File: src/rtl/integrator_gain_sched_pkg.sv
// Shared types and widths for the integrator gain sequencer and its loop monitors.
// The state codes are visible to the host through o_state.
package integrator_gain_sched_pkg;

   localparam int GAIN_W  = 6;
   localparam int ERR_W   = 32;
   localparam int DWELL_W = 16;
   localparam int RETRY_W = 4;

   typedef enum logic [2:0] {
      ST_IDLE  = 3'd0,
      ST_ZERO  = 3'd1,
      ST_RUN   = 3'd2,
      ST_STEP  = 3'd3,
      ST_LOCK  = 3'd4,
      ST_FAULT = 3'd5
   } state_t;

   // The most negative value has no positive twin, so it clamps to the largest positive one
   function automatic logic [ERR_W-1:0] sat_abs(input logic [ERR_W-1:0] v);
      if (v == {1'b1, {(ERR_W-1){1'b0}}})
         return {1'b0, {(ERR_W-1){1'b1}}};
      else if (v[ERR_W-1])
         return ~v + 1'b1;
      return v;
   endfunction

endpackage

File: src/rtl/err_band_cmp.sv
// Combinational check that a signed loop error lies inside an unsigned band.
// It holds no state, so any loop monitor can reuse it.
module err_band_cmp
   import integrator_gain_sched_pkg::*;
(
   input  logic [ERR_W-1:0] err,
   input  logic [ERR_W-1:0] lock_th,
   output logic             in_band
);

   logic [ERR_W-1:0] err_mag;

   assign err_mag = sat_abs(err);
   assign in_band = (err_mag <= lock_th);

endmodule

File: src/rtl/integrator_gain_sched.sv
// Gain sequencer for the gyro loop integrator: zero, run, step the gain toward its final
// code, then lock. Persistent saturation triggers a bounded number of retries before a fault.
module integrator_gain_sched
   import integrator_gain_sched_pkg::*;
#(
   parameter int ZERO_CYC  = 4,
   parameter int SAT_CYC   = 16,
   parameter int MAX_RETRY = 3
)(
   input  logic               i_clk,
   input  logic               i_rst_n,
   input  logic               i_start,
   input  logic               i_abort,
   input  logic [GAIN_W-1:0]  i_gain_sel_init,
   input  logic [GAIN_W-1:0]  i_gain_sel_final,
   input  logic [DWELL_W-1:0] i_dwell,
   input  logic [ERR_W-1:0]   i_lock_th,
   input  logic [ERR_W-1:0]   i_err,
   input  logic               i_sat_flag_p,
   input  logic               i_sat_flag_n,
   output logic [GAIN_W-1:0]  o_gain_sel,
   output logic               o_en,
   output logic               o_zero,
   output logic               o_locked,
   output logic               o_fault,
   output logic               o_busy,
   output logic [2:0]         o_state,
   output logic [RETRY_W-1:0] o_retry
);

   localparam int ZC_W = (ZERO_CYC > 1) ? $clog2(ZERO_CYC) : 1;
   localparam int SC_W = (SAT_CYC > 1) ? $clog2(SAT_CYC) : 1;

   state_t              state_q, state_d;
   logic [GAIN_W-1:0]   gain_q, gain_d;
   logic [RETRY_W-1:0]  retry_q, retry_d;
   logic [ZC_W-1:0]     zero_cnt_q, zero_cnt_d;
   logic [DWELL_W-1:0]  dwell_cnt_q, dwell_cnt_d;
   logic [SC_W-1:0]     sat_cnt_q, sat_cnt_d;
   logic [GAIN_W-1:0]   init_q, final_q;
   logic [DWELL_W-1:0]  dwell_q;
   logic [ERR_W-1:0]    th_q;
   logic                load_cfg;
   logic                in_band;
   logic                active;
   logic                sat_any;
   logic                sat_event;
   logic                dwell_done;
   logic                en_q, zero_q, locked_q, fault_q, busy_q;

   err_band_cmp u_band (
      .err     (i_err),
      .lock_th (th_q),
      .in_band (in_band)
   );

   assign active     = (state_q == ST_RUN) || (state_q == ST_STEP) || (state_q == ST_LOCK);
   assign sat_any    = i_sat_flag_p | i_sat_flag_n;
   assign sat_event  = active && sat_any && (sat_cnt_q == SC_W'(SAT_CYC - 1));
   assign dwell_done = in_band && (dwell_cnt_q == dwell_q - 1'b1);

   // Next-state decode; abort outranks a saturation event, which outranks dwell completion
   always_comb begin
      state_d     = state_q;
      gain_d      = gain_q;
      retry_d     = retry_q;
      zero_cnt_d  = zero_cnt_q;
      dwell_cnt_d = dwell_cnt_q;
      sat_cnt_d   = '0;
      load_cfg    = 1'b0;

      if (active && sat_any)
         sat_cnt_d = sat_cnt_q + 1'b1;

      if (i_abort) begin
         state_d     = ST_IDLE;
         zero_cnt_d  = '0;
         dwell_cnt_d = '0;
         sat_cnt_d   = '0;
      end else if (sat_event) begin
         zero_cnt_d  = '0;
         dwell_cnt_d = '0;
         sat_cnt_d   = '0;
         if (retry_q == RETRY_W'(MAX_RETRY)) begin
            state_d = ST_FAULT;
         end else begin
            state_d = ST_ZERO;
            retry_d = retry_q + 1'b1;
            gain_d  = init_q;
         end
      end else begin
         case (state_q)
            ST_IDLE, ST_FAULT: begin
               if (i_start) begin
                  state_d     = ST_ZERO;
                  load_cfg    = 1'b1;
                  gain_d      = i_gain_sel_init;
                  retry_d     = '0;
                  zero_cnt_d  = '0;
                  dwell_cnt_d = '0;
               end
            end
            ST_ZERO: begin
               dwell_cnt_d = '0;
               if (zero_cnt_q == ZC_W'(ZERO_CYC - 1)) begin
                  state_d    = ST_RUN;
                  zero_cnt_d = '0;
               end else begin
                  zero_cnt_d = zero_cnt_q + 1'b1;
               end
            end
            ST_RUN: begin
               if (dwell_done) begin
                  dwell_cnt_d = '0;
                  if (gain_q == final_q) begin
                     state_d = ST_LOCK;
                  end else begin
                     state_d = ST_STEP;
                     gain_d  = (gain_q < final_q) ? gain_q + 1'b1 : gain_q - 1'b1;
                  end
               end else if (in_band) begin
                  dwell_cnt_d = dwell_cnt_q + 1'b1;
               end else begin
                  dwell_cnt_d = '0;
               end
            end
            ST_STEP: begin
               dwell_cnt_d = '0;
               state_d     = ST_RUN;
            end
            ST_LOCK: begin
               dwell_cnt_d = '0;
            end
            default: begin
               state_d = ST_IDLE;
            end
         endcase
      end
   end

   always_ff @(posedge i_clk or negedge i_rst_n) begin
      if (!i_rst_n) begin
         state_q     <= ST_IDLE;
         gain_q      <= '0;
         retry_q     <= '0;
         zero_cnt_q  <= '0;
         dwell_cnt_q <= '0;
         sat_cnt_q   <= '0;
      end else begin
         state_q     <= state_d;
         gain_q      <= gain_d;
         retry_q     <= retry_d;
         zero_cnt_q  <= zero_cnt_d;
         dwell_cnt_q <= dwell_cnt_d;
         sat_cnt_q   <= sat_cnt_d;
      end
   end

   // A zero dwell would never complete, so it is stored as one
   always_ff @(posedge i_clk or negedge i_rst_n) begin
      if (!i_rst_n) begin
         init_q  <= '0;
         final_q <= '0;
         dwell_q <= DWELL_W'(1);
         th_q    <= '0;
      end else if (load_cfg) begin
         init_q  <= i_gain_sel_init;
         final_q <= i_gain_sel_final;
         dwell_q <= (i_dwell == '0) ? DWELL_W'(1) : i_dwell;
         th_q    <= i_lock_th;
      end
   end

   always_ff @(posedge i_clk or negedge i_rst_n) begin
      if (!i_rst_n) begin
         en_q     <= 1'b0;
         zero_q   <= 1'b0;
         locked_q <= 1'b0;
         fault_q  <= 1'b0;
         busy_q   <= 1'b0;
      end else begin
         en_q     <= (state_d == ST_RUN) || (state_d == ST_STEP) || (state_d == ST_LOCK);
         zero_q   <= (state_d == ST_ZERO);
         locked_q <= (state_d == ST_LOCK);
         fault_q  <= (state_d == ST_FAULT);
         busy_q   <= (state_d != ST_IDLE) && (state_d != ST_FAULT);
      end
   end

   assign o_gain_sel = gain_q;
   assign o_en       = en_q;
   assign o_zero     = zero_q;
   assign o_locked   = locked_q;
   assign o_fault    = fault_q;
   assign o_busy     = busy_q;
   assign o_state    = state_q;
   assign o_retry    = retry_q;

endmodule

File: config.mk
export PLATFORM = sky130hd
export DESIGN_NAME = integrator_gain_sched
export DESIGN_NICKNAME = d
export VERILOG_FILES = /design/src/rtl/integrator_gain_sched_pkg.sv /design/src/rtl/err_band_cmp.sv /design/src/rtl/integrator_gain_sched.sv
export SDC_FILE = /design/constraint.sdc
export NUM_CORES = 1
export LEC_CHECK = 0
export CAP_MARGIN = 20
export CORE_MARGIN = 10
export CORE_UTILIZATION = 41
export DETAILED_ROUTE_END_ITERATION = 7
export GPL_TIMING_DRIVEN = 0
export MAX_ROUTING_LAYER = met4
export PLACE_DENSITY = 0.65
export SYNTH_ARGS = -nofsm -noshare
export SYNTH_HDL_FRONTEND = slang
export SYNTH_SLANG_ARGS = --single-unit
File: constraint.sdc
create_clock -name i_clk -period 4.1 [get_ports i_clk]
set_input_delay 1.025 -clock i_clk [delete_from_list [all_inputs] [get_ports i_clk]]
set_output_delay 1.025 -clock i_clk [all_outputs]
set_load 0.01 [all_outputs]
==> run_results.csv <==
group,metric,value,unit
synthesis,synth_area_leaders,"dfrtp_1 (36%), ha_1 (8.8%), nand2_1 (6.2%)",
synthesis,synth_top_area_cell,"dfrtp_1",
clock_tree,max-clock-path-buffers,2,
sta,finalCriticalPeriod,5.13,ns
clock_tree,cts.sinks,100,
final_layout,area_growth,33.9,%
floorplanning,die_h,149,um
sta,worstMarginPinSlew,0.900,ns
sta,setup_slack,-1.03,ns
pwr,p_leak,3.91,nW
global_route,first_global_vias,6203,
final_layout,antennaDiodeCount,0,
drt,viasPerCell,5.33,
pwr,total_power,3.12,mW
clock_tree,worstSkewPairLatency,0.35,ns
sta,period_share,1.25,
clock_tree,htree_levels,3,
outcome,status,"complete, but fails checks",
synthesis,synth_edf_count,0,
final_layout,final_nets,1083,
floorplanning,start_util,0.415,
hold_path,min-delay-start,"sat_cnt_q[0]$_DFF_PN0_",
critical_path,path_cells,"buf_8 > or4_4 > or3_4 > nor3_2 > nand3_1 > or4_4 > or4_4 > a21oi_2 > a31oi_2 > ha_1 > nand4_1 > inv_1 > a221oi_2 > o211ai_1 > o211ai_1 > buf_4 > or3b_4 > or3_4 > o21ai_2",
sta,finClkSkew,0.00630,ns
synthesis,synthCells,782,
critical_path,cp_top_family,"simple AND/OR/NAND/NOR gates",
sta,slew_viol_final,0,
pwr,p_comb_frac,0.356,
placement,io_buffers,114,
synthesis,synth_top_area_frac,0.364,
clock_tree,tritoncts,"built",
critical_path,worstReg2RegEnd,"o_busy$_DFF_PN0_",
synthesis,synth-async-reset-ratio,1.00,
sta,clock.fmax,195,MHz
critical_path,crit_fanout,5,
global_route,track_usage,0.170,
critical_path,end_kind,"flip-flop",
pwr,switchingPower,1.04,mW
drt,dr.pass1.iters,5,
synthesis,ys_types,75,
synthesis,ys_seq_area_frac,0.368,
drt,routedWlPerCell,15.9,um
pwr,p_seq_frac,0.387,
sta,rsz0062_at_grt,"yes",
hold_path,holdPathStages,1,
critical_path,max_stage_delay,0.53,ns
pwr,p_sw_frac,0.333,
critical_path,crit_buf_inv,3,
synthesis,syn_avg_cell_area,8.70,um^2
drt,num_vias,6186,
pwr,intPower,2.08,mW
final_layout,fillers,1492,
synthesis,ys_ff_latch,100,
critical_path,r2r_cells,11,
synthesis,syn_nets,929,
critical_path,critPathSlowestCell,"or4_4",
synthesis,syn_area,6810,um^2
floorplanning,die_area,22200,um^2
critical_path,reg2reg_from,"dwell_q[0]$_DFFE_PN1P_",
sta,final-hold-violation-count,0,
global_route,grt_pass1_wl,30200,um
drt,drc,0,
pwr,ir_worst_vdd,0.186,mV
hold_path,hp-class,"reg -> reg",
floorplanning,io_pins,116,
synthesis,ys.flop_type,"dfrtp_1",
critical_path,cp.required,4.39,ns
critical_path,critPathArrivalTime,5.41,ns
final_layout,regArea,2500,um^2
sta,timing.slew.headroom,0.396,
clock_tree,cts_hold_buf,0,
sta,finalSetupViolCount,30,
synthesis,yosys_warnings,0,
critical_path,crit_top_cell,"or4_4",
placement,dp_hpwl,13900,um
critical_path,critical_path_class,"in -> reg",
pwr,powerDensity,342,nW/um^2
flow_run,max-cap-violations,0,
critical_path,worstSetupStartpointType,"input port",
placement,place_area,8290,um^2
critical_path,r2r_slack,0.76,ns
global_route,grt.overflow.total,0,
drt,routed_wl,18400,um
outcome,violations,"setup timing",
floorplanning,die_w,149,um
placement,gp_congestion,0.908,
drt,drt_iter0_drc,290,
final_layout,drive_above_1_share,0.141,
final_layout,multi_input_area,4310,um^2
final_layout,fin_area,9110,um^2
floorplanning,rows,47,
global_route,antenna_found_initial,0,
hold_path,whs_endpoint,"sat_cnt_q[0]$_DFF_PN0_",
clock_tree,numCtsBuffers,9,
clock_tree,clk_pin_slew,0.07,ns
floorplanning,core,16400,um^2
drt,ant_nets,0,
clock_tree,cts_root_buf,"clkbuf_16",
global_route,grt_start_max_net_pins,63,
pwr,pwr-share-clk,0.257,
## per-stage QoR
stage / std cells / setup slack, ns / util / setup TNS (ns) / hold WS [ns]
3_3_place_gp: 1116 / -2.36 / 0.503 / -252.42 / 0.450
3_5_place_dp: 1117 / -2.39 / 0.505 / -65.39 / 0.456
6_report: 1161 / -1.03 / 0.555 / -24.47 / 0.474
4_1_cts: 1153 / -1.27 / 0.540 / -32.76 / 0.470
2_1_floorplan: 782 / -1.10 / - / -25.41 / 0.431
5_1_grt: 1161 / -1.19 / 0.555 / -29.88 / 0.481
## cell families (layout without fill, tap and decap cells)
logic type,after synthesis,after routing,share of synthesized area
AOI/OAI and AO/OA,174,175,0.165
muxes,22,22,0.0362
adders and majority gates,49,49,0.0912
buffers and inverters,86,244,0.0506
and+or+nand+nor,292,292,0.213
DFF,100,100,0.368
xor gates and xnor gates,59,59,0.0759
## Yosys cell counts, types with 5 or more instances
master / number
xnor2_1: 16
nand3_1: 24
mux2_2: 21
ha_1: 48
o21ai_0: 69
buf_2: 5
nor3_1: 19
or4_1: 5
nand4_1: 16
nand2_1: 112
inv_1: 55
a31oi_1: 10
clkbuf_1: 23
a21o_1: 10
dfrtp_1: 99
and3_1: 5
nand2b_1: 7
nor2_1: 51
a21oi_1: 30
or3_1: 8
nor4_1: 10
o31ai_1: 10
xor2_1: 43
o211ai_1: 6
## metal layers
| metal | track usage | vias to the layer above | share of wire |
|---|---|---|---|
| met5 | - | - | 0 |
| met4 | 0.0643 | 0 | 0.023 |
| met3 | 0.0218 | 24 | 0.030 |
| met2 | 0.279 | 119 | 0.49 |
| met1 | 0.209 | 2958 | 0.46 |
| li1 | - | 3085 | - |
## final cells by class
class                      instances  area share
timing repair buffer             142       0.154
buffer                            31      0.0161
tap                              220      0.0302
inverter                          55      0.0227
sequential                       100       0.275
clock inverter                     4     0.00275
multi-input combinational        597       0.473
clock buffer                      12      0.0270
## power groups by stage
stage	clock network (mW)	logic, mW	registers [mW]
floorplan	0	0.679	1.21
global placement	0	0.989	1.23
detailed placement	0	1.01	1.23
CTS	0.818	1.08	1.21
global route	0.865	1.25	1.23
finish	0.803	1.11	1.21
## what timing repair did
action	CTS	global route
buffers inserted	19	8
pin swaps	23	36
gates cloned	1	0
setup endpoints to repair	30	30
gates resized for setup	45	42
## placed cells by master, fill, tap and decap left out, types with 5 or more instances in the layout
cell             synthesis  routed
mux2_2                  21      21
nand4_1                 16      16
nand2_1                112     109
a21o_1                  10      10
or4_4                    2       5
nor2_1                  51      47
inv_1                   55      55
nor4_1                  10       8
o31ai_1                 10      10
o211ai_1                 6       6
o21ai_0                 69      58
xnor2_1                 16      16
o21ai_1                  0       9
dfrtp_1                 99      99
clkdlybuf4s50_1          0     106
buf_4                    0      23
nand2b_1                 7       7
a31oi_1                 10       6
buf_2                    5       5
or3_1                    8       6
nand3_1                 24      23
a21oi_1                 30      26
ha_4                     0       5
ha_1                    48      42
nor3_1                  19      16
buf_6                    2       9
clkbuf_1                23      25
xor2_1                  43      43
clkbuf_16                0       9
## sequential cells by signal, summed over array words and instances, names as in the netlist, 4 cells and up
name	flops
final_q	6
dwell_q	16
dwell_cnt_q	16
th_q	32
o_gain_sel	6
init_q	6
o_retry	4
sat_cnt_q	4
## worst max path at each step
| stage | from | to | slack, ns | cells after the start |
|---|---|---|---|---|
| after global routing | i_err[7] | dwell_cnt_q[6]$_DFFE_PN0P_ | -1.19 | 21 |
| after detailed placement | i_err[9] | dwell_cnt_q[7]$_DFFE_PN0P_ | -2.39 | 19 |
| final | i_err[9] | dwell_cnt_q[6]$_DFFE_PN0P_ | -1.03 | 19 |
| after global placement | i_err[9] | dwell_cnt_q[9]$_DFFE_PN0P_ | -2.36 | 19 |
| after floorplan | i_err[9] | dwell_cnt_q[6]$_DFFE_PN0P_ | -1.10 | 17 |
| after CTS | i_err[9] | dwell_cnt_q[6]$_DFFE_PN0P_ | -1.27 | 19 |
Power figures use the tool's default switching activity.
